## config.mk

```make
export PLATFORM = sky130hd
export DESIGN_NAME = vga_pattern_gen
export DESIGN_NICKNAME = d
export VERILOG_FILES = /design/src/rtl/vga_pattern_gen.sv
export SDC_FILE = /design/constraint.sdc
export NUM_CORES = 1
export LEC_CHECK = 0
export CAP_MARGIN = 20
export CORE_UTILIZATION = 59
export CTS_CLUSTER_DIAMETER = 120
export DETAILED_ROUTE_END_ITERATION = 6
export PLACE_DENSITY = 0.89
export SLEW_MARGIN = 40
export SYNTH_ARGS = -nofsm -noshare
export SYNTH_HDL_FRONTEND = slang
export SYNTH_SLANG_ARGS = --single-unit
```

## constraint.sdc

```tcl
create_clock -name CLK -period 5.9 [get_ports CLK]
set_clock_uncertainty 0.2 [all_clocks]
set_input_delay 1.18 -clock CLK [delete_from_list [all_inputs] [get_ports CLK]]
set_output_delay 1.18 -clock CLK [all_outputs]
set_load 0.01 [all_outputs]
```

## src/rtl/vga_pattern_gen.sv

```systemverilog
// VGA timing and test-pattern generator: parametrised raster timing, pixel-clock
// divider, four runtime-selectable patterns, data enable and pixel coordinates.
module vga_pattern_gen #(
  parameter int H_ACTIVE = 640,
  parameter int H_FP     = 16,
  parameter int H_SYNC   = 96,
  parameter int H_BP     = 48,
  parameter int V_ACTIVE = 480,
  parameter int V_FP     = 10,
  parameter int V_SYNC   = 2,
  parameter int V_BP     = 33,
  parameter int CLK_DIV  = 4,
  parameter int COLOR_W  = 4,
  parameter int SYNC_POL = 0,
  parameter int CHK_LOG2 = 5,
  localparam int H_TOTAL = H_ACTIVE + H_FP + H_SYNC + H_BP,
  localparam int V_TOTAL = V_ACTIVE + V_FP + V_SYNC + V_BP,
  localparam int XW      = (H_TOTAL > 1) ? $clog2(H_TOTAL) : 1,
  localparam int YW      = (V_TOTAL > 1) ? $clog2(V_TOTAL) : 1
) (
  input  logic                   CLK,
  input  logic                   RST,
  input  logic [1:0]             MODE,
  input  logic [3*COLOR_W-1:0]   SOLID_RGB,
  output logic                   VGA_HSYNC,
  output logic                   VGA_VSYNC,
  output logic [COLOR_W-1:0]     VGA_RED,
  output logic [COLOR_W-1:0]     VGA_GREEN,
  output logic [COLOR_W-1:0]     VGA_BLUE,
  output logic                   DE,
  output logic [XW-1:0]          PIX_X,
  output logic [YW-1:0]          PIX_Y,
  output logic                   FRAME_START
);

  localparam logic        SYNC_ON  = (SYNC_POL != 0);
  localparam logic [31:0] H_ACT32  = 32'(H_ACTIVE);
  localparam logic [31:0] V_ACT32  = 32'(V_ACTIVE);
  localparam logic [31:0] HS_START = 32'(H_ACTIVE + H_FP);
  localparam logic [31:0] HS_END   = 32'(H_ACTIVE + H_FP + H_SYNC);
  localparam logic [31:0] VS_START = 32'(V_ACTIVE + V_FP);
  localparam logic [31:0] VS_END   = 32'(V_ACTIVE + V_FP + V_SYNC);
  localparam logic [XW-1:0] H_LAST = XW'(H_TOTAL - 1);
  localparam logic [YW-1:0] V_LAST = YW'(V_TOTAL - 1);

  logic tick;

  generate
    if (CLK_DIV <= 1) begin : g_no_div
      assign tick = 1'b1;
    end else begin : g_div
      localparam int DW = $clog2(CLK_DIV);
      localparam logic [DW-1:0] DIV_LAST = DW'(CLK_DIV - 1);
      logic [DW-1:0] div_cnt_reg;

      always_ff @(posedge CLK) begin
        if (RST) begin
          div_cnt_reg <= '0;
        end else if (div_cnt_reg == DIV_LAST) begin
          div_cnt_reg <= '0;
        end else begin
          div_cnt_reg <= div_cnt_reg + DW'(1);
        end
      end

      assign tick = (div_cnt_reg == DIV_LAST);
    end
  endgenerate

  // Raster position of the pixel about to be emitted on the next tick
  logic [XW-1:0] h_cnt_reg;
  logic [YW-1:0] v_cnt_reg;
  logic          h_last;
  logic          v_last;
  logic          frame_first;

  assign h_last      = (h_cnt_reg == H_LAST);
  assign v_last      = (v_cnt_reg == V_LAST);
  assign frame_first = (h_cnt_reg == '0) && (v_cnt_reg == '0);

  always_ff @(posedge CLK) begin
    if (RST) begin
      h_cnt_reg <= '0;
      v_cnt_reg <= '0;
    end else if (tick) begin
      if (h_last) begin
        h_cnt_reg <= '0;
        v_cnt_reg <= v_last ? '0 : v_cnt_reg + YW'(1);
      end else begin
        h_cnt_reg <= h_cnt_reg + XW'(1);
      end
    end
  end

  // Bar index = number of thresholds k*ACTIVE/8 already reached, compared as pos*8 >= k*ACTIVE
  logic [6:0] h_ge;
  logic [6:0] v_ge;
  logic [2:0] h_bar;
  logic [2:0] v_bar;

  generate
    for (genvar gi = 1; gi < 8; gi++) begin : g_bar
      localparam logic [31:0] H_THR = 32'(gi * H_ACTIVE);
      localparam logic [31:0] V_THR = 32'(gi * V_ACTIVE);
      assign h_ge[gi-1] = ((32'(h_cnt_reg) << 3) >= H_THR);
      assign v_ge[gi-1] = ((32'(v_cnt_reg) << 3) >= V_THR);
    end
  endgenerate

  always_comb begin
    h_bar = '0;
    v_bar = '0;
    for (int k = 0; k < 7; k++) begin
      h_bar = h_bar + {2'b00, h_ge[k]};
      v_bar = v_bar + {2'b00, v_ge[k]};
    end
  end

  logic chk_h;
  logic chk_v;

  generate
    if (CHK_LOG2 < XW) begin : g_chk_h
      assign chk_h = h_cnt_reg[CHK_LOG2];
    end else begin : g_chk_h_zero
      assign chk_h = 1'b0;
    end
    if (CHK_LOG2 < YW) begin : g_chk_v
      assign chk_v = v_cnt_reg[CHK_LOG2];
    end else begin : g_chk_v_zero
      assign chk_v = 1'b0;
    end
  endgenerate

  // Code c = 7 - bar; G follows c[2], R follows c[1], B follows c[0], giving
  // white, yellow, cyan, green, magenta, red, blue, black across the screen.
  function automatic logic [3*COLOR_W-1:0] bar_rgb(input logic [2:0] idx);
    logic [2:0] code;
    code = ~idx;
    return {{COLOR_W{code[1]}}, {COLOR_W{code[2]}}, {COLOR_W{code[0]}}};
  endfunction

  logic [1:0]           mode_reg;
  logic [3*COLOR_W-1:0] solid_reg;
  logic [1:0]           mode_eff;
  logic [3*COLOR_W-1:0] solid_eff;

  // Pixel (0,0) already belongs to the new frame, so it uses the live inputs
  assign mode_eff  = frame_first ? MODE : mode_reg;
  assign solid_eff = frame_first ? SOLID_RGB : solid_reg;

  logic                 hsync_next;
  logic                 vsync_next;
  logic                 de_next;
  logic [3*COLOR_W-1:0] rgb_next;

  always_comb begin
    hsync_next = ~SYNC_ON;
    vsync_next = ~SYNC_ON;
    de_next    = 1'b0;
    rgb_next   = '0;
    if ((32'(h_cnt_reg) >= HS_START) && (32'(h_cnt_reg) < HS_END)) begin
      hsync_next = SYNC_ON;
    end
    if ((32'(v_cnt_reg) >= VS_START) && (32'(v_cnt_reg) < VS_END)) begin
      vsync_next = SYNC_ON;
    end
    de_next = (32'(h_cnt_reg) < H_ACT32) && (32'(v_cnt_reg) < V_ACT32);
    if (de_next) begin
      case (mode_eff)
        2'd0:    rgb_next = bar_rgb(h_bar);
        2'd1:    rgb_next = bar_rgb(v_bar);
        2'd2:    rgb_next = (chk_h ^ chk_v) ? '1 : '0;
        default: rgb_next = solid_eff;
      endcase
    end
  end

  logic                 hsync_reg;
  logic                 vsync_reg;
  logic                 de_reg;
  logic [3*COLOR_W-1:0] rgb_reg;
  logic [XW-1:0]        pix_x_reg;
  logic [YW-1:0]        pix_y_reg;
  logic                 frame_start_reg;

  always_ff @(posedge CLK) begin
    if (RST) begin
      hsync_reg       <= ~SYNC_ON;
      vsync_reg       <= ~SYNC_ON;
      de_reg          <= 1'b0;
      rgb_reg         <= '0;
      pix_x_reg       <= '0;
      pix_y_reg       <= '0;
      frame_start_reg <= 1'b0;
      mode_reg        <= '0;
      solid_reg       <= '0;
    end else begin
      frame_start_reg <= tick && frame_first;
      if (tick) begin
        hsync_reg <= hsync_next;
        vsync_reg <= vsync_next;
        de_reg    <= de_next;
        rgb_reg   <= rgb_next;
        pix_x_reg <= h_cnt_reg;
        pix_y_reg <= v_cnt_reg;
        if (frame_first) begin
          mode_reg  <= MODE;
          solid_reg <= SOLID_RGB;
        end
      end
    end
  end

  assign VGA_HSYNC   = hsync_reg;
  assign VGA_VSYNC   = vsync_reg;
  assign DE          = de_reg;
  assign VGA_RED     = rgb_reg[3*COLOR_W-1:2*COLOR_W];
  assign VGA_GREEN   = rgb_reg[2*COLOR_W-1:COLOR_W];
  assign VGA_BLUE    = rgb_reg[COLOR_W-1:0];
  assign PIX_X       = pix_x_reg;
  assign PIX_Y       = pix_y_reg;
  assign FRAME_START = frame_start_reg;

endmodule

```

Yosys cells after proc, flatten, opt, wreduce, memory -nomap -nowiden. Cells that the tools add are included.

Memories: 0. Flip-flop bits (word level): 72. Latch bits: 0. ROM bits: 0. Input bits: 16. Bits in writable memories: 0.

Shifts and indexed selects: 0. Equality and inequality tests: 5. Reduce and logical (&&, ||, !) cells: 10. Order comparisons: 20. Mux-type cells: 9. Multiply operators: 0. Divide/modulo/power cells: 0. $add $sub $neg: 15. Bitwise operators: 3.

Operators with widths (number): 13-bit by 12-bit greater-or-equal comparator with 1-bit output, second input constant (6); 13-bit by 11-bit greater-or-equal comparator with 1-bit output, second input constant (4); 12-bit two-way mux (3); 12-bit case mux with 3 select lines (1); 13-bit by 10-bit greater-or-equal comparator with 1-bit output, second input constant (2); 3-bit by 1-bit adder with 3-bit output (8); 10-bit by 1-bit adder with 10-bit output, second input constant (2); 10-bit == test, second input constant (2); 10-bit logical NOT (2); 10-bit less-than comparator, second input constant (2); 10-bit by 9-bit less-than comparator with 1-bit output, second input constant (2); 10-bit two-way mux (2); 13-bit greater-or-equal comparator, second input constant (1); 13-bit by 9-bit greater-or-equal comparator with 1-bit output, second input constant (1); 10-bit greater-or-equal comparator, second input constant (1); 10-bit by 9-bit greater-or-equal comparator with 1-bit output, second input constant (1); 2-bit by 1-bit adder with 3-bit output (2); 3-bit NOT (2); 1-bit logical AND (5); 1-bit by 1-bit adder with 2-bit output (2); 2-bit == test, second input constant (2); 2-bit by 1-bit adder with 2-bit output, second input constant (1); 2-bit by 1-bit == test with 1-bit output, second input constant (1); 2-bit logical NOT (1); 5 further kinds (6).

Longest topological paths before layout.
Word-level depth: 10. Gate-level depth with buffers: 14. Depth with buffers taken out: 13.

Worst setup path after synthesis. No wires, ideal clock.

Path kind: flip-flop to flip-flop. From: register v_cnt_reg[9]. To: register rgb_reg[10]. Clock period less this slack: 3946 ps. Path slack: 1954 ps. Library setup time: 117 ps. Path buffers: 1. Data required time: 5583 ps. Stages on the path, launching flop included: 13. Data arrival time: 3629 ps. Cell sequence: dfxtp_1 -> buf_4 -> or2_2 -> nor4_1 -> fa_1 -> fa_1 -> inv_1 -> fa_1 -> fa_1 -> nand3b_1 -> o21ai_0 -> nor3_2 -> a32o_1.

Cells in the longest elaborated chain, start to end: 10. Elaborated cells between the ends (all ways): 25.

RTL lines: start: declaration (RTL line 72) `logic [YW-1:0] v_cnt_reg;`; start signal: assignment (RTL line 88) `v_cnt_reg <= v_last ? '0 : v_cnt_reg + YW'(1);`; 13-bit by 9-bit greater-or-equal comparator with 1-bit output or 13-bit by 10-bit greater-or-equal comparator with 1-bit output (tied branches) (RTL line 106) `assign v_ge[gi-1] = ((32'(v_cnt_reg) << 3) >= V_THR);`; 1-bit by 1-bit adder with 2-bit output (RTL line 115) `v_bar = v_bar + {2'b00, v_ge[k]};`; 2-bit by 1-bit adder with 3-bit output (RTL line 115); 3-bit by 1-bit adder with 3-bit output (4 in a row) (RTL line 115); 3-bit NOT (RTL line 139) `code = ~idx;`; 12-bit case mux with 3 select lines (RTL line 170) `case (mode_eff)`; 12-bit two-way mux * (RTL line 169) `if (de_next) begin`; end signal: assignment (RTL line 204) `rgb_reg <= rgb_next;`; end: declaration (RTL line 182) `logic [3*COLOR_W-1:0] rgb_reg;`.

Every way passes the cells marked *; elsewhere a longest branch is shown, timed or not. A chain may end at the register's enable or synchronous reset.

Worst setup path in the final report.
From: register v_cnt_reg[9]. To: register rgb_reg[11].

The elaborated chain is that of the path after synthesis.

==> results.md <==
* Area leader, netlist: dfxtp_1
* Seq cells post-synth at just over 70
* Area of the mapped netlist at around 3800 um2
* Peak supply drop at 185.2 uV
* Ant diodes at 0
* FILL cells at about 440
* Clock root cell: clkbuf_8
* Initial antenna violation count at 0
* Post-route DRC at 0
* Skew-Pair Late Insertion Delay at around 350 ps
* Layout cells sized above 1 at 7.543%
* Final hold slack at 237.8 ps
* Detail Placement HPWL at between 5000 and 6000 um
* FMAX at approximately 240 MHz
* Ys async rst share at 0%
* Total chip power at 1.043 mW
* CP cell instances: or2_2 > nor4_1 > fa_1 > fa_1 > inv_1 > fa_1 > fa_1 > nand3b_1 > o21ai_0 > nor3_2 > a32o_1
* Final setup viols at 0
* Setup TNS at 0 ps
* Final Critical Period at between 4000 and 5000 ps
* Avg WL per Cell at 16.56 um
* # IOs at 52
* Die area at 6741 um2
* Slowest stage cell, crit path: fa_1
* Max-Cap Viols at 0
* Initial Util at between 60% and 70%
* Sequential cell area at 1441 um2
* Setup Fix Bufs, Post-CTS at 0
* Global route overflow at 0
* Relative slew slack at 47.09%
* Number of synthesis warnings at 0
* DR vias at 3,256
* P&R area growth vs syn at 17.98%
* Outcome: finished, final reports clean
* Row count at 28
* Clock slew at reported path FFs at ~80 ps
* Sink Count at between 70 and 80
* Fin. Hold Viols at 0
* Mapped Cells at approximately 430
* Iter 0 DRT Violations at approximately 290
* Critical path class: register to register
* Most frequent CP cell: fa_1
* Critical path capture point type: register
* Final ANT Viol Nets at 0
* Vias in the first global route at 3,085
* Nets@finish at 488
* Final slew viol count at 0
* Vias per cell at 6.041
* Max FO, Critical Path at 10
* First-pass GRT wire length at about 15,000 um
* Synth cell count leaders: dfxtp_1 (72), nor2_1 (62), mux2i_1 (34)
* Max reg flops at 12
* CTS tree: done
* Sequential element share of the synthesized area at a little under two fifths
* Dominant cells by area after synthesis: dfxtp_1 (38%), mux2i_1 (9.0%), nor2_1 (6.1%), fa_1 (4.2%), a21oi_1 (2.8%)
* Dominant cell by count in the synthesized netlist: dfxtp_1
* CTS Buf Count at 9
* RD Place Congestion at roughly 0.84
* Slew @ Worst Pin at 786.4 ps
* CP peak stage delay at around 550 ps
* RSZ-0062 raised after global routing: false
* Post-synth EDFFs at 0
* Post-synth top area share at around two fifths
* Non-Filler Instances at about 540
* HP Class: register to register
* Routed WL at roughly 8900 um
* Syn_area_per_cell at between 8 and 9 um2
* LEAKAGE at approximately 1.7 nW
* Critical path arrival at between 4000 and 5000 ps
* Die Wd at between 80 and 90 um
* Synth Flop Type: dfxtp_1
* CP required at between 5000 and 6000 ps
* Critical Path Start Type: register
* Dpl cells at roughly 520
* Area of the multi-input gates at 2101 um2
* Pre-Repair DR Iteration Count at 5
* Pwr Density at 233.5 nW/um2
* Die height at about 82 um
* GRT Total Usage at around 29%
* I/O Buffers at 51
* Count of cell types in the netlist at 58
* H-tree Lvls at 3
* Post-CTS Resized at 0
* Final period util at a little under three quarters
* Largest net degree at the start of global routing at 47
* Post-Syn Nets at 460
* CORE AREA at between 6000 and 7000 um2
* Clock Path Buffers at 2
* Cts hold-fix bufs at 0
per-layer routing:
layer | vias up | global-route usage, % | wire length (um) | part of all wire (%)
met2 | 142 | 45.37 | 4237 | 47
li1 | 1550 | - | - | -
met5 | - | 0 | 0 | 0
met1 | 1543 | 37.82 | 3917 | 44
met3 | 21 | 6.154 | 566 | 6.3
met4 | 0 | 10.88 | 206 | 2.3
cell families (layout without fill, tap and decap cells):
| family | Yosys count | after routing | share of synthesized area (%) |
|---|---|---|---|
| mux | 34 | 34 | 8.989 |
| fa+ha+maj | 13 | 13 | 5.882 |
| xor+xnor | 17 | 17 | 3.933 |
| buf+inv | 56 | 89 | 6.642 |
| compound gates | 72 | 72 | 13.05 |
| simple gates | 167 | 167 | 23.43 |
| flops | 72 | 72 | 38.07 |
power by group:
| group | switching [mW] | internal [mW] |
|---|---|---|
| sequential | 0.00883 | 0.497 |
| clock | 0.186 | 0.260 |
| combinational | 0.0496 | 0.0411 |
| total | 0.244 | 0.799 |
cell usage in the layout (no fill, tap or decap), types with 3 or more instances in the layout:
cell type        Yosys  layout
nor3_1               9       9
clkbuf_8             0      11
nand4_1              5       5
nor2b_1              3       3
a21oi_1             21      21
or2_0                4       4
fa_1                 8       8
o21ai_0             11      11
or3_1                3       3
a32o_1               6       6
nand2_1             25      25
o211ai_1             3       3
xor2_1               9       9
clkdlybuf4s50_1      0      51
nor4_1               4       4
nand2b_1             8       8
a211oi_1             3       3
nor2_1              62      60
mux2i_1             34      34
xnor2_1              8       8
ha_1                 5       4
nand3_1             17      17
inv_1               20      20
a31oi_1              4       4
dfxtp_1             72      72
and2_1               3       3
o22a_1               6       6
a22o_1               6       6
and4_1               4       4
critical path: cells and delay by family, from the launching register on:
kind                     cells  cell delay [ps]
adder cells (fa/ha/maj)      4             1960
AND/OR/NAND/NOR              4             1190
AO/OA/AOI/OAI                2              330
buffers and inverters        1               50
flip-flops                   1              420
cell type report:
cell class | count | area share (%)
inverters | 20 | 1.681
clock inverters | 5 | 1.765
flip-flops and latches | 72 | 32.27
clock buffers | 11 | 3.389
well taps | 75 | 2.101
multi-input cells | 303 | 47.03
repair buffers | 53 | 11.76
metrics by stage:
stage	area [um2]	util, %	worst slack, ps
2_1_floorplan	3786	-	1954
3_3_place_gp	4232	69.82	1905
3_5_place_dp	4232	69.82	1703
4_1_cts	4462	73.62	1683
5_1_grt	4467	73.70	1456
6_report	4467	73.70	1682
worst paths after layout:
check | startpoint | to | slack [ps] | depth (start not counted)
worst max-delay path | v_cnt_reg[9] | rgb_reg[11] | 1680 | 11
worst min-delay path | g_div.div_cnt_reg[0] | g_div.div_cnt_reg[0] | 240 | 1
worst max register to register | v_cnt_reg[9] | rgb_reg[11] | 1680 | 11
worst min register to register | g_div.div_cnt_reg[0] | g_div.div_cnt_reg[0] | 240 | 1
Note: power is estimated with default switching activity, not from simulation.
